`config.mk`:
```
export PLATFORM = sky130hd
export DESIGN_NAME = spi_apb_master
export DESIGN_NICKNAME = d
export VERILOG_FILES = /design/src/rtl/spi_apb_master.sv
export SDC_FILE = /design/constraint.sdc
export NUM_CORES = 1
export LEC_CHECK = 0
export ABC_CLOCK_PERIOD_IN_PS = 1450
export CAP_MARGIN = 15
export CORE_UTILIZATION = 38
export CTS_CLUSTER_SIZE = 14
export DETAILED_ROUTE_END_ITERATION = 12
export PLACE_DENSITY = 0.8
export SYNTH_ARGS = -nofsm -noshare
export SYNTH_HDL_FRONTEND = slang
export SYNTH_SLANG_ARGS = --single-unit
```
`constraint.sdc`:
```
create_clock -name PCLK -period 1.45 [get_ports PCLK]
set_input_delay 0.435 -clock PCLK [delete_from_list [all_inputs] [get_ports PCLK]]
set_output_delay 0.435 -clock PCLK [all_outputs]
set_load 0.05 [all_outputs]
```
`src/rtl/spi_apb_master.sv`:
```
// rtl/spi_apb_master.sv - single-outstanding APB master fed by a command/response handshake
// Optional ACCESS wait timeout is compiled in with SPI_APB_MASTER_TIMEOUT_EN.
module spi_apb_master #(
   parameter int TIMEOUT_CYCLES = 16
) (
   input  logic       PCLK,
   input  logic       PRESET_n,
   input  logic       cmd_valid_i,
   output logic       cmd_ready_o,
   input  logic       cmd_write_i,
   input  logic [2:0] cmd_addr_i,
   input  logic [7:0] cmd_wdata_i,
   output logic       rsp_valid_o,
   output logic [7:0] rsp_rdata_o,
   output logic       rsp_err_o,
   output logic       rsp_timeout_o,
   output logic [7:0] err_count_o,
   output logic       busy_o,
   output logic       PSEL_o,
   output logic       PENABLE_o,
   output logic       PWRITE_o,
   output logic [2:0] PADDR_o,
   output logic [7:0] PWDATA_o,
   input  logic [7:0] PRDATA_i,
   input  logic       PREADY_i,
   input  logic       PSLVERR_i
);

   typedef enum logic [1:0] {S_IDLE, S_SETUP, S_ACCESS} state_t;

   state_t     r_state;
   state_t     w_next;
   logic       w_accept;
   logic       w_done;
   logic       w_abort;
   logic       w_err_event;
   logic       r_pwrite;
   logic [2:0] r_paddr;
   logic [7:0] r_pwdata;
   logic       r_rsp_valid;
   logic [7:0] r_rsp_rdata;
   logic       r_rsp_err;
   logic [7:0] r_err_count;

   assign w_accept    = cmd_valid_i && cmd_ready_o;
   assign w_done      = (r_state == S_ACCESS) && PREADY_i;
   assign w_err_event = (w_done && PSLVERR_i) || w_abort;

`ifdef SPI_APB_MASTER_TIMEOUT_EN
   localparam logic [7:0] TIMEOUT_LIMIT = 8'(TIMEOUT_CYCLES);

   logic [7:0] r_wait_cnt;
   logic       r_rsp_timeout;

   // A ready slave wins over a timeout that expires on the same edge.
   assign w_abort = (r_state == S_ACCESS) && !PREADY_i && (r_wait_cnt == TIMEOUT_LIMIT);

   always_ff @(posedge PCLK or negedge PRESET_n) begin
      if (!PRESET_n) begin
         r_wait_cnt    <= 8'd0;
         r_rsp_timeout <= 1'b0;
      end else begin
         if (r_state == S_SETUP)
            r_wait_cnt <= 8'd0;
         else if ((r_state == S_ACCESS) && !PREADY_i)
            r_wait_cnt <= r_wait_cnt + 8'd1;
         if (w_done)
            r_rsp_timeout <= 1'b0;
         else if (w_abort)
            r_rsp_timeout <= 1'b1;
      end
   end

   assign rsp_timeout_o = r_rsp_timeout;
`else
   assign w_abort       = 1'b0;
   assign rsp_timeout_o = 1'b0;
`endif

   always_ff @(posedge PCLK or negedge PRESET_n) begin
      if (!PRESET_n)
         r_state <= S_IDLE;
      else
         r_state <= w_next;
   end

   always_comb begin
      w_next      = r_state;
      PSEL_o      = 1'b0;
      PENABLE_o   = 1'b0;
      busy_o      = 1'b0;
      cmd_ready_o = 1'b0;
      case (r_state)
         S_IDLE: begin
            cmd_ready_o = PRESET_n;
            if (w_accept)
               w_next = S_SETUP;
         end
         S_SETUP: begin
            PSEL_o = 1'b1;
            busy_o = 1'b1;
            w_next = S_ACCESS;
         end
         S_ACCESS: begin
            PSEL_o    = 1'b1;
            PENABLE_o = 1'b1;
            busy_o    = 1'b1;
            if (w_done || w_abort)
               w_next = S_IDLE;
         end
         default: w_next = S_IDLE;
      endcase
   end

   always_ff @(posedge PCLK or negedge PRESET_n) begin
      if (!PRESET_n) begin
         r_pwrite    <= 1'b0;
         r_paddr     <= 3'd0;
         r_pwdata    <= 8'd0;
         r_rsp_valid <= 1'b0;
         r_rsp_rdata <= 8'd0;
         r_rsp_err   <= 1'b0;
         r_err_count <= 8'd0;
      end else begin
         r_rsp_valid <= w_done || w_abort;
         if (w_accept) begin
            r_pwrite <= cmd_write_i;
            r_paddr  <= cmd_addr_i;
            r_pwdata <= cmd_wdata_i;
         end
         if (w_done) begin
            if (!r_pwrite)
               r_rsp_rdata <= PRDATA_i;
            r_rsp_err <= PSLVERR_i;
         end else if (w_abort) begin
            r_rsp_rdata <= 8'd0;
            r_rsp_err   <= 1'b1;
         end
         if (w_err_event && (r_err_count != 8'hFF))
            r_err_count <= r_err_count + 8'd1;
      end
   end

   assign PWRITE_o    = r_pwrite;
   assign PADDR_o     = r_paddr;
   assign PWDATA_o    = r_pwdata;
   assign rsp_valid_o = r_rsp_valid;
   assign rsp_rdata_o = r_rsp_rdata;
   assign rsp_err_o   = r_rsp_err;
   assign err_count_o = r_err_count;

endmodule

```
==> results.json, run 1 <==
{
  "setup.worst_path.class": "flop to output port",
  "clock_latency_ps": 290,
  "ctsLongestPathBuffers": 2,
  "max_freq_ghz": 0.575,
  "yosys.area_share.simple_pct": 9.09,
  "grt_pass1_vias": 1326,
  "drive_gt1_share_pct": 64.7,
  "p_total_uw": 7200,
  "antenna_left": 0,
  "rsz0062_at_grt": "yes",
  "initial_core_util_pct": 41.2,
  "synth.top_cell.area_share_pct": 56.5,
  "holdBufCountCts": 0,
  "overflow": 0,
  "grt_pass1_wl_um": 7450,
  "finalHoldViolations": 0,
  "synth_nets": 131,
  "routed_wl_um": 5120,
  "vias": 1202,
  "yosysSeqAreaShare_pct": 56.5,
  "firstDrtPassIters": 4,
  "worstReg2RegStart": "r_state[0]",
  "status": "complete, but fails checks",
  "htreeDepth": 2,
  "synthTopCellsByArea": "dfrtp_1 56%, mux2_2 11%, mux2_4 8.5%",
  "synthToLayoutAreaGrowth_pct": 104,
  "hp-class": "input pin to async pin",
  "grt_max_degree": 30,
  "clk_pin_slew_ps": 70,
  "ys_ff_latch": 32,
  "cp_top_family": "flip-flops",
  "drc_errors": 0,
  "antennaDiodeCount": 0,
  "nets": 216,
  "cap_violations": 0,
  "synth_top_family_by_area": "multiplexers",
  "crit_path_end_kind": "output port",
  "ys_types": 26,
  "finalSetupViolations": 34,
  "synth_xor_area_share_pct": 2.47,
  "r2r-end": "err_count_o[5]",
  "p_leak_uw": 0.00134,
  "worst_ep_arrival_time_ps": 1310,
  "worstPathRequired_ps": 1020,
  "core_mm2": 0.00344,
  "syn_avg_cell_area_um2": 14.0,
  "slowest_delay_ps": 380,
  "cp_slowest_cell": "dfrtp_1",
  "track_usage_pct": 26.5,
  "synth_top_area_cell": "dfrtp_1",
  "drtIter0Drc": 60,
  "cts_tree": "yes",
  "worst_ir_drop_vdd_mv": 2.20,
  "yosys.area_share.adder_pct": 4.41,
  "io_buffers": 58,
  "cts_buffers": 5,
  "place_congestion": 0.735,
  "final_cell_area_mm2": 0.00289,
  "fp.dieW_um": 63.1,
  "crit_chain": "inv_2 > buf_6 > ha_4 > and2_4 > buf_12",
  "cp_max_fo": 2,
  "routed_via_density": 5.16,
  "synth_mux_area_share_pct": 20.4,
  "fin_crit_sh_pct": 120,
  "ys_warn_count": 0,
  "worstSetupStartpointType": "flop",
  "layout_setup_ws_ps": -290,
  "rows": 21,
  "cts_sinks": 32,
  "powerDensity_mw_per_mm2": 2490,
  "report.final.slew_viol_count": 0,
  "rr_worst_depth": 10,
  "finalClockSkew_ps": 4.22,
  "synth-compound-area-share_pct": 3.88,
  "cts-root-buf": "clkbuf_8",
  "syn_inst": 101,
  "period_needed_ps": 1740,
  "wl_per_cell_um": 22.0,
  "post_dp_cell_area_mm2": 0.00252,
  "fp.dieArea_mm2": 0.00398,
  "reg2reg_setup_slack_ps": -240,
  "crit_buf_inv": 3,
  "fp.dieH_um": 63.1,
  "io_pins": 60,
  "dpl.hpwl_um": 2800,
  "violations": "setup timing",
  "synth_area_mm2": 0.00142,
  "pre_cts_ws_ps": -480,
  "antenna_found_initial": 0
}
worst reg2reg max path: cells and delay by family (launching register included):
family                     cells  cell delay (ps)
and+or+nand+nor                2              180
xor gates and xnor gates       1              160
DFF                            1              400
adders and majority gates      1              150
AOI/OAI and AO/OA              1              120
buffers and inverters          5              570
synthesized netlist by cell type, drive strengths merged:
| cell type | number |
|---|---|
| ha | 5 |
| a21oi | 3 |
| and2b | 1 |
| o21ai | 4 |
| nand2b | 1 |
| mux2 | 23 |
| dfrtp | 32 |
| inv | 3 |
| or2 | 1 |
| nand2 | 7 |
| buf | 4 |
| nand3 | 4 |
| and3 | 3 |
| a21o | 1 |
| nor2 | 1 |
| and2 | 1 |
| conb | 1 |
| o2111ai | 1 |
| nand4 | 1 |
| xnor2 | 4 |
cells in the final DEF, fill, tap and decap left out, types with 2 or more instances in the layout:
master / n
xnor2_2: 2
dfrtp_2: 8
clkbuf_1: 2
buf_4: 13
ha_4: 2
dlygate4sd2_1: 2
nand2_1: 4
ha_1: 2
dfrtp_1: 24
xnor2_1: 2
and3_4: 3
clkdlybuf4s50_1: 22
mux2_4: 23
buf_12: 35
inv_2: 2
clkbuf_8: 5
nand2_2: 3
buf_6: 9
nand3_4: 3
a21oi_4: 2
routing by layer:
layer  GRT usage (%)  wire (um)  up-vias
met4            10.8        209        0
met1            28.8       1840      596
met3            8.33        325       17
met5               0          0        -
li1                -          -      515
met2            47.0       2750       74
cells by family after synthesis:
group / after synthesis
adders and majority gates: 5
buffers and inverters: 7
DFF: 32
AOI/OAI and AO/OA: 9
muxes: 23
and+or+nand+nor: 20
xor gates and xnor gates: 4
other: 1
worst max path at each step:
stage / start / endpoint / slack [ps] / depth (start not counted)
final: r_state[0] / cmd_ready_o / -290 / 5
after global routing: r_state[0] / cmd_ready_o / -330 / 5
after CTS: r_state[0] / cmd_ready_o / -250 / 5
after detailed placement: PREADY_i / rsp_rdata_o[3] / -480 / 4
after global placement: PREADY_i / rsp_rdata_o[4] / -430 / 4
after floorplan: r_state[0] / rsp_rdata_o[0] / -130 / 6
power by group:
part | internal, uW | switching (uW) | leakage, uW | total (uW)
combinational | 2500 | 2280 | 0.000907 | 4770
clock | 337 | 340 | 0.0000422 | 676
sequential | 1270 | 482 | 0.000386 | 1750
total | 4100 | 3100 | 0.00134 | 7200
state kept, by name, summed over array words and instances (netlist names):
| register | flops |
|---|---|
| PWRITE_o | 1 |
| rsp_rdata_o | 8 |
| r_state | 2 |
| PADDR_o | 3 |
| err_count_o | 8 |
| rsp_err_o | 1 |
| PWDATA_o | 8 |
| rsp_valid_o | 1 |
layout make-up:
| class | count | area, um2 |
|---|---|---|
| Clock inverter | 1 | 5.00 |
| Inverter | 3 | 11.3 |
| Sequential cell | 32 | 811 |
| Timing Repair Buffer | 82 | 1160 |
| Fill cell | 158 | 552 |
| Clock buffer | 7 | 76.3 |
| Tap cell | 46 | 57.6 |
| Multi-Input combinational cell | 62 | 767 |
metrics by stage:
step	cells	hold slack, ps	TNS [ps]	utilization (%)
final	233	282	-4920	84.0
after global routing	233	289	-6470	84.0
after CTS	229	278	-3060	80.2
after detailed placement	215	537	-9140	73.4
after global placement	215	508	-8420	73.4
after floorplan	101	139	-1280	-
repair_timing:
item | CTS | global route
resized for setup | 31 | 21
gates cloned | 0 | 1
pin swaps | 5 | 6
setup buffers | 6 | 4
endpoints found under the setup margin | 27 | 38
Note: power is estimated with default switching activity, not from simulation.
==> run 2, diff against run 1 <==
- CELL_PAD_IN_SITES_DETAIL_PLACEMENT: unset -> 0
- CELL_PAD_IN_SITES_GLOBAL_PLACEMENT: unset -> 1
- CORE_UTILIZATION: 38 -> 29
- PLACE_DENSITY: 0.8 -> 0.78
==> results.json, run 2 (synthesized netlist as in run 1, its figures left out) <==
{
  "rsz0062_at_grt": "yes",
  "core_mm2": 0.00472,
  "cts_sinks": 32,
  "vias": 1093,
  "routed_wl_um": 3440,
  "slowest_delay_ps": 360,
  "switchingPower_uw": 2870,
  "cts_buffers": 5,
  "hp-class": "input pin to async pin",
  "p_leak_uw": 0.00134,
  "fill_cells": 361,
  "finalClockSkew_ps": 7.17,
  "holdBufCountCts": 0,
  "period_needed_ps": 1680,
  "cp_top_family": "flip-flops",
  "fin_crit_sh_pct": 116,
  "comb_power_share_pct": 65.0,
  "grt_pass1_wl_um": 5620,
  "report.final.slew_viol_count": 0,
  "place_congestion": 0.776,
  "cp_slowest_cell": "dfrtp_1",
  "p_total_uw": 7140,
  "p_sw_share_pct": 40.3,
  "nets": 218,
  "multi_input_area_um2": 732,
  "finalHoldViolations": 0,
  "p_clk_share_pct": 11.6,
  "drive_gt1_share_pct": 61.9,
  "cap_violations": 0,
  "clk_pin_slew_ps": 60,
  "antenna_left": 0,
  "fp.dieArea_mm2": 0.00517,
  "antenna_found_initial": 0,
  "violations": "setup timing",
  "register_area_um2": 807,
  "finalSetupViolations": 30,
  "drc_errors": 0,
  "crit_chain": "inv_2 > buf_6 > ha_4 > and2_4 > buf_12",
  "initial_core_util_pct": 30.0,
  "io_pins": 60,
  "dpl.hpwl_um": 2560,
  "routed_via_density": 4.27,
  "wl_per_cell_um": 13.4,
  "status": "complete, but fails checks",
  "finalSetupTns_ps": -2700,
  "antennaDiodeCount": 0,
  "final_cell_area_mm2": 0.00292,
  "ctsLongestPathBuffers": 2,
  "cp_max_fo": 2,
  "overflow": 0,
  "cts-root-buf": "clkbuf_8",
  "firstDrtPassIters": 4,
  "powerDensity_mw_per_mm2": 2450,
  "worst_ep_arrival_time_ps": 1250,
  "setup.worst_path.class": "flop to output port",
  "power_frac_seq_pct": 23.4,
  "max_freq_ghz": 0.594,
  "grt_max_degree": 29,
  "fp.dieH_um": 71.9,
  "worstSetupStartpointType": "flop",
  "cts_tree": "yes",
  "final_common_cell": "buf_12",
  "io_buffers": 58,
  "synthToLayoutAreaGrowth_pct": 106,
  "worst_ir_drop_vdd_mv": 1.53,
  "track_usage_pct": 14.4,
  "final_cell_mix": "35 x buf_12, 27 x dfrtp_1, 22 x mux2_4, 22 x clkdlybuf4s50_1, 16 x buf_4",
  "htreeDepth": 2,
  "crit_buf_inv": 3,
  "crit_path_end_kind": "output port",
  "grt_pass1_vias": 1178,
  "worstPathRequired_ps": 1020,
  "clock_latency_ps": 280,
  "rows": 25,
  "post_dp_cell_area_mm2": 0.00256,
  "layout_setup_ws_ps": -233,
  "drtIter0Drc": 27,
  "fp.dieW_um": 71.9,
  "internal-power_uw": 4270
}
==> run 2: cell type report <==
class / instances / area share [%]
clock inverters: 2 / 1.20
well taps: 67 / 2.87
flip-flops and latches: 32 / 27.7
clock buffers: 6 / 2.49
repair buffers: 84 / 40.3
inverters: 3 / 0.386
multi-input cells: 62 / 25.1
==> run 2: repair_timing <==
action,CTS,global route
setup buffers,9,1
gates resized for setup,30,11
hold endpoints to repair,0,0
gates cloned,1,0
pin swaps,6,7
setup endpoints to repair,27,34
==> run 2: final timing paths <==
kind / start / to / slack, ps / cells past startpoint
setup reg to reg: r_state[0] / err_count_o[7] / -140 / 9
min in group PCLK: err_count_o[5] / err_count_o[5] / 530 / 1
hold reg to reg: err_count_o[5] / err_count_o[5] / 530 / 1
max in group asynchronous: PRESET_n / err_count_o[0] / 550 / 3
setup / recovery: r_state[0] / cmd_ready_o / -230 / 5
hold / removal: PRESET_n / PWDATA_o[1] / 390 / 2
==> run 2: metrics by stage <==
stage	cells	util [%]	hold slack, ps	setup WS, ps
floorplan	101	-	139	-128
global placement	237	54.2	504	-443
detailed placement	237	54.2	532	-484
CTS	255	60.6	373	-234
global route	256	61.8	396	-263
finish	256	61.8	386	-233
==> run 2: per-layer routing <==
layer | global-route usage [%] | share of wire [%] | up-vias
li1 | - | - | 517
met1 | 18.2 | 41 | 532
met2 | 23.9 | 52 | 39
met3 | 3.89 | 5.6 | 5
met4 | 5.23 | 0.93 | 0
met5 | 0 | 0 | -
==> run 2: power by group through the flow <==
stage                     clock network, uW  logic (uW)  registers, uW
after global placement                    0        4220           1660
after global routing                    892        4800           1730
after CTS                               853        4620           1680
after floorplan                           0        1060           2690
after detailed placement                  0        4290           1680
final                                   831        4640           1670
==> run 2: worst reg2reg max path: cells and delay by family, from the launching register on <==
kind	cells	cell delay [ps]
simple gates	3	260
mux	1	310
buf+inv	4	400
fa+ha+maj	1	130
flops	1	390
==> run 3, diff against run 2 <==
- CORE_ASPECT_RATIO: unset -> 1.4
==> results.json, run 3 (synthesized netlist as in run 1, its figures left out) <==
{
  "status": "complete, but fails checks",
  "violations": "setup timing",
  "cap_violations": 0,
  "routed_via_density": 4.34,
  "powerDensity_mw_per_mm2": 2440,
  "final_cell_area_mm2": 0.00276,
  "final_common_cell": "buf_12",
  "post_dp_cell_area_mm2": 0.00252,
  "initial_core_util_pct": 30.8,
  "cp_top_family": "buffers and inverters",
  "io_pins": 60,
  "register_area_um2": 807,
  "worst_ep_arrival_time_ps": 1220,
  "switchingPower_uw": 2810,
  "hold_ws_ps": 110,
  "holdBufCountCts": 0,
  "cp_slowest_cell": "dfrtp_1",
  "fp.dieArea_mm2": 0.00518,
  "cts_tree": "yes",
  "place_congestion": 0.635,
  "finalSetupViolations": 19,
  "comb_power_share_pct": 65.0,
  "grt_max_degree": 27,
  "rows": 29,
  "p_leak_uw": 0.00124,
  "layout_setup_ws_ps": -206,
  "grt_pass1_vias": 1159,
  "hp-class": "input pin to async pin",
  "finalClockSkew_ps": 5.69,
  "firstDrtPassIters": 4,
  "fp.dieW_um": 61.1,
  "worstSetupStartpointType": "flop",
  "nets": 211,
  "core_mm2": 0.00461,
  "antenna_left": 0,
  "io_buffers": 58,
  "cp_max_fo": 3,
  "cts_sinks": 32,
  "antenna_found_initial": 1,
  "grt_pass1_wl_um": 5330,
  "finalHoldViolations": 0,
  "period_needed_ps": 1660,
  "ctsLongestPathBuffers": 2,
  "final_cell_mix": "35 x buf_12, 27 x dfrtp_1, 22 x clkdlybuf4s50_1, 13 x mux2_2",
  "dpl.hpwl_um": 2520,
  "cts_buffers": 5,
  "cts-root-buf": "clkbuf_8",
  "drc_errors": 0,
  "max_freq_ghz": 0.604,
  "rsz0062_at_grt": "yes",
  "wl_per_cell_um": 13.7,
  "internal-power_uw": 3940,
  "worstPathRequired_ps": 1020,
  "power_frac_seq_pct": 24.9,
  "multi_input_area_um2": 672,
  "routed_wl_um": 3360,
  "setup.worst_path.class": "flop to output port",
  "worst_ir_drop_vdd_mv": 1.85,
  "overflow": 0,
  "clk_pin_slew_ps": 60,
  "vias": 1063,
  "clock_latency_ps": 280,
  "p_sw_share_pct": 41.7,
  "slowest_delay_ps": 360,
  "fill_cells": 383,
  "crit_buf_inv": 4,
  "report.final.slew_viol_count": 0,
  "htreeDepth": 2,
  "drtIter0Drc": 20,
  "track_usage_pct": 13.7,
  "fin_crit_sh_pct": 114,
  "synthToLayoutAreaGrowth_pct": 94.9,
  "crit_path_end_kind": "output port",
  "crit_chain": "inv_2 > buf_4 > ha_4 > buf_6 > buf_12",
  "drive_gt1_share_pct": 59.9,
  "fp.dieH_um": 84.7,
  "p_clk_share_pct": 10.1
}
## run 3: changes by cell type in the layout (fill, tap and decap cells not counted), moves of 2 or more
| cell | change |
|---|---|
| a21oi_1 | +2 |
| mux2_2 | +12 |
| a21oi_2 | -2 |
| mux2_4 | -12 |
| buf_4 | -6 |
## run 3: layout make-up
type                    instances  share of cell area (%)
inverters                       3                   0.408
repair buffers                 77                    39.8
clock buffers                   6                    2.99
diodes                          1                  0.0906
flip-flops and latches         32                    29.2
multi-input cells              62                    24.3
well taps                      62                    2.81
clock inverters                 2                   0.362
## run 3: stage by stage
step | instances | total power, uW | TNS [ps] | util, % | worst slack, ps
after CTS | 241 | 6770 | -2230 | 58.7 | -220
after detailed placement | 229 | 5930 | -8570 | 54.8 | -475
after global placement | 229 | 5830 | -7820 | 54.8 | -437
after global routing | 245 | 7040 | -3670 | 60.0 | -258
final | 245 | 6750 | -2240 | 60.0 | -206
after floorplan | 101 | 3750 | -1280 | - | -128
## run 3: path summary, 6_finish.rpt
path / start / to / slack [ps] / cells past startpoint
min in group PCLK: err_count_o[5] / err_count_o[5] / 520 / 1
max in group asynchronous: PRESET_n / err_count_o[1] / 970 / 2
min reg2reg: err_count_o[5] / err_count_o[5] / 520 / 1
max reg2reg: r_state[0] / err_count_o[7] / -150 / 9
min: PRESET_n / r_state[0] / 110 / 2
max: r_state[0] / PENABLE_o / -210 / 5
## run 3: power groups by stage
stage | clock, uW | sequential, uW | combinational (uW)
5_1_grt | 751 | 1720 | 4570
2_1_floorplan | 0 | 2690 | 1060
3_3_place_gp | 0 | 1670 | 4160
3_5_place_dp | 0 | 1690 | 4240
4_1_cts | 713 | 1690 | 4370
6_report | 684 | 1680 | 4390
## run 3: metal layers
layer	global-route usage (%)	wire length, um	vias to the layer above	share of wire, %
met4	5.58	7	0	0.21
met1	15.7	1270	522	38
li1	-	-	501	-
met5	0	0	-	0
met2	22.9	1840	38	55
met3	4.31	229	2	6.8
## run 3: what timing repair did
item,4_1_cts,5_1_grt
pin swaps,5,3
resized for setup,18,7
setup endpoints to repair,29,34
buffers inserted,4,3
